## src/rtl/fifo_pkg.sv

```systemverilog
// Shared FIFO helpers: gray/binary conversion and depth derived from pointer width.
package fifo_pkg;

  function automatic int unsigned depth(input int unsigned size);
    return 32'd1 << (size - 32'd1);
  endfunction

  function automatic logic [31:0] bin2gray(input logic [31:0] bin);
    return bin ^ (bin >> 1);
  endfunction

  // Each binary bit is the XOR of all gray bits at or above it.
  function automatic logic [31:0] gray2bin(input logic [31:0] gray);
    logic [31:0] bin;
    bin = 32'd0;
    bin[31] = gray[31];
    for (int i = 30; i >= 0; i--) begin
      bin[i] = bin[i+1] ^ gray[i];
    end
    return bin;
  endfunction

endpackage

```

## src/rtl/gray_to_binary.sv

```systemverilog
// Combinational gray-to-binary converter built on the shared package function.
module gray_to_binary
  import fifo_pkg::*;
#(
  parameter int WIDTH = 4
) (
  input  logic [WIDTH-1:0] gray_i,
  output logic [WIDTH-1:0] bin_o
);

  assign bin_o = WIDTH'(gray2bin(32'(gray_i)));

endmodule

```

## src/rtl/sync.sv

```systemverilog
// Two-flop synchronizer for a multi-bit gray-coded bus.
module sync #(
  parameter int WIDTH = 1
) (
  input  logic             clk_i,
  input  logic             rst_i,
  input  logic [WIDTH-1:0] d_i,
  output logic [WIDTH-1:0] q_o
);

  logic [WIDTH-1:0] meta_q;
  logic [WIDTH-1:0] sync_q;

  // Metastability stage followed by the stable output stage.
  always_ff @(posedge clk_i or posedge rst_i) begin
    if (rst_i) begin
      meta_q <= '0;
      sync_q <= '0;
    end else begin
      meta_q <= d_i;
      sync_q <= meta_q;
    end
  end

  assign q_o = sync_q;

endmodule

```

## src/rtl/full_gen.sv

```systemverilog
// Write-side pointer and full/almost-full generation for an async FIFO.
// Optional sticky overflow flag enabled by defining FIFO_OVERFLOW_FLAG_EN.
module full_gen
  import fifo_pkg::*;
#(
  parameter int SIZE               = 4,
  parameter int ALMOST_FULL_MARGIN = 1
) (
  input  logic            write_clock,
  input  logic            reset,
  input  logic            write_request,
  input  logic [SIZE-1:0] read_gray_pointer,
  output logic            write_enable,
  output logic [SIZE-2:0] write_address,
  output logic [SIZE-1:0] write_gray,
  output logic            full_flag,
  output logic            almost_full_flag,
  output logic            overflow_flag
);

  localparam int unsigned DEPTH = depth(SIZE);

  logic [SIZE-1:0] wbin_q;
  logic [SIZE-1:0] wbin_d;
  logic [SIZE-1:0] wgray_q;
  logic [SIZE-1:0] wgray_d;
  logic [SIZE-1:0] rgray_sync;
  logic [SIZE-1:0] rbin_sync;
  logic [SIZE-1:0] full_cmp;
  logic [SIZE-1:0] fill_d;
  logic            full_q;
  logic            full_d;
  logic            afull_q;
  logic            afull_d;

  sync #(
    .WIDTH (SIZE)
  ) u_sync (
    .clk_i (write_clock),
    .rst_i (reset),
    .d_i   (read_gray_pointer),
    .q_o   (rgray_sync)
  );

  gray_to_binary #(
    .WIDTH (SIZE)
  ) u_gray_to_binary (
    .gray_i (rgray_sync),
    .bin_o  (rbin_sync)
  );

  assign write_enable = write_request & ~full_q;

  // Flags look ahead at the post-write pointer so they assert on the filling edge.
  always_comb begin
    wbin_d   = wbin_q + {{(SIZE-1){1'b0}}, write_enable};
    wgray_d  = SIZE'(bin2gray(32'(wbin_d)));
    full_cmp = {~rgray_sync[SIZE-1:SIZE-2], rgray_sync[SIZE-3:0]};
    full_d   = (wgray_d == full_cmp);
    fill_d   = wbin_d - rbin_sync;
    afull_d  = (32'(fill_d) + 32'(ALMOST_FULL_MARGIN)) >= 32'(DEPTH);
  end

  // Pointer, gray copy and flag registers.
  always_ff @(posedge write_clock or posedge reset) begin
    if (reset) begin
      wbin_q  <= '0;
      wgray_q <= '0;
      full_q  <= 1'b0;
      afull_q <= 1'b0;
    end else begin
      wbin_q  <= wbin_d;
      wgray_q <= wgray_d;
      full_q  <= full_d;
      afull_q <= afull_d;
    end
  end

  assign write_address    = wbin_q[SIZE-2:0];
  assign write_gray       = wgray_q;
  assign full_flag        = full_q;
  assign almost_full_flag = afull_q;

`ifdef FIFO_OVERFLOW_FLAG_EN
  logic overflow_q;

  // Sticky: only reset clears it.
  always_ff @(posedge write_clock or posedge reset) begin
    if (reset) begin
      overflow_q <= 1'b0;
    end else if (write_request & full_q) begin
      overflow_q <= 1'b1;
    end else begin
      overflow_q <= overflow_q;
    end
  end

  assign overflow_flag = overflow_q;
`else
  assign overflow_flag = 1'b0;
`endif

endmodule

```

## config.mk

```make
export PLATFORM = sky130hd
export DESIGN_NAME = full_gen
export DESIGN_NICKNAME = d
export VERILOG_FILES = /design/src/rtl/fifo_pkg.sv /design/src/rtl/gray_to_binary.sv /design/src/rtl/sync.sv /design/src/rtl/full_gen.sv
export SDC_FILE = /design/constraint.sdc
export NUM_CORES = 1
export LEC_CHECK = 0
export ABC_AREA = 1
export ABC_CLOCK_PERIOD_IN_PS = 2700
export CAP_MARGIN = 30
export CORE_MARGIN = 5
export CORE_UTILIZATION = 52
export CTS_BUF_LIST = sky130_fd_sc_hd__clkbuf_4 sky130_fd_sc_hd__clkbuf_8
export CTS_CLUSTER_SIZE = 12
export DETAILED_ROUTE_END_ITERATION = 8
export PLACE_DENSITY = 0.82
export SKIP_CTS_REPAIR_TIMING = 1
export SLEW_MARGIN = 5
export SYNTH_ARGS = -nofsm -noshare
export SYNTH_HDL_FRONTEND = slang
export SYNTH_SLANG_ARGS = --single-unit
export TNS_END_PERCENT = 1
```

## constraint.sdc

```tcl
create_clock -name write_clock -period 2.7 [get_ports write_clock]
set_clock_uncertainty 0.05 [all_clocks]
set_input_delay 0.675 -clock write_clock [delete_from_list [all_inputs] [get_ports write_clock]]
set_output_delay 0.675 -clock write_clock [all_outputs]
set_load 0.02 [all_outputs]
```

### Yosys cells after proc, flatten, opt, wreduce, memory -nomap -nowiden

Index checks and enable logic that the tools add are counted.

| cells by class | value |
|---|---|
| bitwise operators | 7 |
| $lt $le $gt $ge | 1 |
| multipliers | 0 |
| div/mod/pow operators | 0 |
| shift-type cells | 0 |
| muxes and demuxes | 0 |
| add/subtract/negate cells | 3 |
| eq/ne operators | 1 |
| reduce and logical (&&, ||, !) cells | 0 |

Operators by type and width:

| operator | number |
|---|---|
| $add A4 B1 Y5 const B | 1 |
| $ge A5 B4 Y1 const B | 1 |
| $add A4 B1 Y4 | 1 |
| $eq A4 B4 Y1 | 1 |
| $sub A4 B4 Y4 | 1 |
| $xor A4 B3 Y4 | 1 |
| $xor A1 B1 Y1 | 3 |
| $not A2 Y2 | 1 |
| $and A1 B1 Y1 | 1 |
| $not A1 Y1 | 1 |

| storage, ports and cells | value |
|---|---|
| memory bits (read-only) | 0 |
| bits in registers | 18 |
| input bits | 7 |
| memories | 0 |
| RAM bits | 0 |
| latch bits | 0 |

### Logic depth before layout (Yosys ltp)

| depth | value |
|---|---|
| depth in word-level cells | 6 |
| gate-level depth with buffers | 14 |

### By module

A second synthesis with hierarchy kept.

| second synthesis, totals | value |
|---|---|
| cell total of the unflattened synthesis | 111 |
| area, all modules | 915.9 sq um |

By module, submodules not included:

| module | area an instance (sq um) | times used | cells an instance |
|---|---|---|---|
| full_gen | 618.1 | 1 | 84 |
| sync | 203.9 | 1 | 9 |
| gray_to_binary | 93.8 | 1 | 18 |

### Worst setup path before layout

No wires, ideal clock.

| timing | value |
|---|---|
| kind | input port to flip-flop |
| start point | input write_request |
| end point | register afull_q, in the netlist almost_full_flag |
| library setup time | 0.124 ns |
| data arrival time | 1.958 ns |
| setup slack | 0.568 ns |
| path buffers | 0 |
| stages | 8 |
| path through | nand3_4 inv_1 ha_1 inv_1 fa_1 nor2_1 nand2_1 nand3_1 |

| between the ends | value |
|---|---|
| cells in the longest elaborated chain, start to end | 5 |

RTL lines:

| item | line | text |
|---|---|---|
| start: declaration | full_gen.sv:11 | `input logic write_request,` |
| $and A1 B1 Y1 | full_gen.sv:52 | `assign write_enable = write_request & ~full_q;` |
| $add A4 B1 Y4 | full_gen.sv:56 | `wbin_d = wbin_q + {{(SIZE-1){1'b0}}, write_enable};` |
| named net wbin_d[1] | full_gen.sv:24 | `logic [SIZE-1:0] wbin_d;` |
| $sub A4 B4 Y4 | full_gen.sv:60 | `fill_d = wbin_d - rbin_sync;` |
| $add A4 B1 Y5 | full_gen.sv:61 | `afull_d = (32'(fill_d) + 32'(ALMOST_FULL_MARGIN)) >= 32'(DEPTH);` |
| $ge A5 B4 Y1 | full_gen.sv:61 |  |
| named net afull_d | full_gen.sv:34 | `logic afull_d;` |
| end signal: assignment | full_gen.sv:75 | `afull_q <= afull_d;` |
| end: declaration | full_gen.sv:33 | `logic afull_q;` |

The timed path passes the listed nets, and every way through them passes these cells.

### Worst setup path in the final report

| timing | value |
|---|---|
| start point | input write_request |
| end point | output write_enable |

| between the ends | value |
|---|---|
| cells in the longest elaborated chain, start to end | 1 |

RTL lines:

| item | line | text |
|---|---|---|
| $and A1 B1 Y1 | full_gen.sv:52 |  |
| end: declaration | full_gen.sv:13 | `output logic write_enable,` |

No other way between the ends.

==> results.yml <==
global_routing:
  grt_pass1_wl_um: 2700
  grt_max_degree: 18
  grt_usage_pct: 13.9
  use_met3_pct: 3.50
  busiest_layer: "met2"
  met1_usage_pct: 14.0
  overflow: 0
  met2_usage_pct: 26.0
  grt_pass1_vias: 685
  antenna_found_initial: 0
pwr:
  ir_worst_vdd_mv: 0.537
  power.density_mw_per_mm2: 1240
  p_leak_nw: 0.597
  power_mw: 1.38
floorplan:
  floorplan.initialDensity_pct: 53.0
  die_area_mm2: 0.00263
  fp-row-count: 15
  io_pins: 18
  die_h_um: 51.2
  die_x_um: 51.2
  core-area_mm2: 0.00167
timing:
  slew_headroom_pct: 60.2
  worst_slew_pin_slew_ns: 0.596
  fmax_ghz: 0.378
  hold_viol: 0
  finalCritPeriodShare_pct: 98.0
  setup_viol: 0
  post-route-min-period_ns: 2.65
  rsz0062_at_grt: "false"
  drv_slew: 0
  fin_ws_ns: 0.0538
finish:
  final_cell_mix: "28 x nand2_1, 19 x inv_1, 17 x dfrtp_1"
  nets: 136
  area_growth_syn_to_layout_pct: 26.4
  fillCellCount: 134
  layout_commonest_cell: "nand2_1"
  drive_gt1_share_pct: 14.6
  antenna_cells: 0
  final_cell_area_mm2: 0.00112
  multi_input_area_um2: 377
  regArea_um2: 425
route:
  vias_per_cell: 5.15
  drc: 0
  via_count: 721
  antenna_left: 0
  drt_wl_total_um: 1550
  initialDrtViolationCount: 9
  avgRoutedWirePerCell_um: 11.0
  dr.pass1.iters: 6
critical_path:
  path_max_fanout: 2
  cp-start-kind: "primary input"
  r2r_end: "almost_full_flag"
  worstSetupPathType: "primary input to output port"
  reg2reg_slack_ns: 0.53
  reg2reg_depth: 9
  cp-end-kind: "output port"
  worstReg2RegStart: "u_sync.q_o[2]"
  cp.arrival_ns: 1.92
  cp.required_ns: 1.98
logic_synthesis:
  synth_cells: 100
  syn-num-nets: 112
  ys_seq_elements: 17
  synth_top_area_share_pct: 48.1
  syn_area_per_cell_um2: 8.85
  yosysTopAreaCell: "dfrtp_1"
  synth_area_um2: 885
  ys_types: 20
  synth_area_leaders: "dfrtp_1 48%, nand2_1 12%, inv_1 8.1%, nand3_1 7.9%, ha_1 5.7%"
  yosys_warnings: 0
  yosysSeqAreaShare_pct: 48.1
clocking:
  numCtsBuffers: 3
  clockRootBuffer: "clkbuf_4"
  clock_sinks: 17
  clk_pin_slew_ns: 0.10
  cts_max_level: 1
  clockBufferDepth: 2
  cts_tree: "yes"
  clk_latency_ns: 0.29
placement:
  place_ws_ns: -0.0704
  post-dp-hpwl_um: 1310
  placed_area_mm2: 0.00109
  place.gp.congestion: 0.855
  portBuffers: 16
run_status:
  status: "finished clean"
run:
  drv_cap: 0
hold_path:
  hp-start: "u_sync.meta_q[1]"
  worstHoldPathCells: 0
  hold_class: "flop to flop"
  hold_end: "u_sync.q_o[1]"
[state kept, by name, summed over array words and instances, names as in the netlist]
| name | count |
|---|---|
| wbin_q | 4 |
| write_gray | 3 |
| u_sync.meta_q | 4 |
| almost_full_flag | 1 |
| u_sync.q_o | 4 |
| full_flag | 1 |
[report_power, final]
group / internal, mW / switching [mW] / total (mW)
logic: 0.378 / 0.486 / 0.864
clock network: 0.0675 / 0.0746 / 0.142
registers: 0.331 / 0.0453 / 0.376
[per-stage QoR]
stage	instances	hold slack (ns)	utilization (%)	TNS (ns)
4_1_cts	140	0.313	67.0	0
3_5_place_dp	136	0.287	65.2	-0.0704
2_1_floorplan	100	0.281	-	0
3_3_place_gp	136	0.282	65.2	0
6_report	140	0.312	67.0	0
5_1_grt	140	0.320	67.0	0
[critical path, stage by stage]
cell and delay, ns:
clkdlybuf4s50_1 0.52, nand2_1 0.08, inv_1 0.05, clkdlybuf4s50_1 0.59
[cell type report]
class / instances / area share, %
Sequential cell: 17 / 38.0
Multi-Input combinational cell: 62 / 33.7
Timing Repair Buffer: 20 / 17.0
Inverter: 20 / 6.71
Clock buffer: 4 / 2.68
Tap cell: 17 / 1.90
[cell families (layout without fill, tap and decap cells)]
family                   count (synthesis)  in the layout  share of synthesized area [%]
other                                    1              1                          0.424
adder cells (fa/ha/maj)                  5              5                           7.92
AND/OR/NAND/NOR                         50             50                           26.6
flip-flops                              17             17                           48.1
AO/OA/AOI/OAI                            2              2                           1.98
buffers and inverters                   21             44                           9.34
XOR/XNOR                                 4              4                           5.66
[synth_stat cells (all sizes together)]
library cell  number
a31oi              1
buf                1
conb               1
dfrtp             17
fa                 1
ha                 4
inv               20
nand2             31
nand3             16
nor2               3
o21bai             1
xnor2              2
xor2               2
[how the worst max path moves through the flow]
| stage | from | end | slack [ns] | depth (start not counted) |
|---|---|---|---|---|
| 3_5_place_dp | write_request | almost_full_flag | -0.07 | 14 |
| 6_report | write_request | write_enable | 0.05 | 4 |
| 5_1_grt | write_request | write_enable | 0.002 | 4 |
| 4_1_cts | write_request | write_enable | 0.05 | 4 |
| 3_3_place_gp | write_request | almost_full_flag | 0.03 | 14 |
| 2_1_floorplan | write_request | almost_full_flag | 0.57 | 8 |
[routing by layer]
| metal | up-vias | part of all wire [%] | routed length [um] |
|---|---|---|---|
| li1 | 351 | - | - |
| met1 | 345 | 39 | 608 |
| met2 | 20 | 53 | 819 |
| met3 | 5 | 5.5 | 85 |
| met4 | 0 | 2.1 | 33 |
| met5 | - | 0 | 0 |
Power figures use the tool's default switching activity.
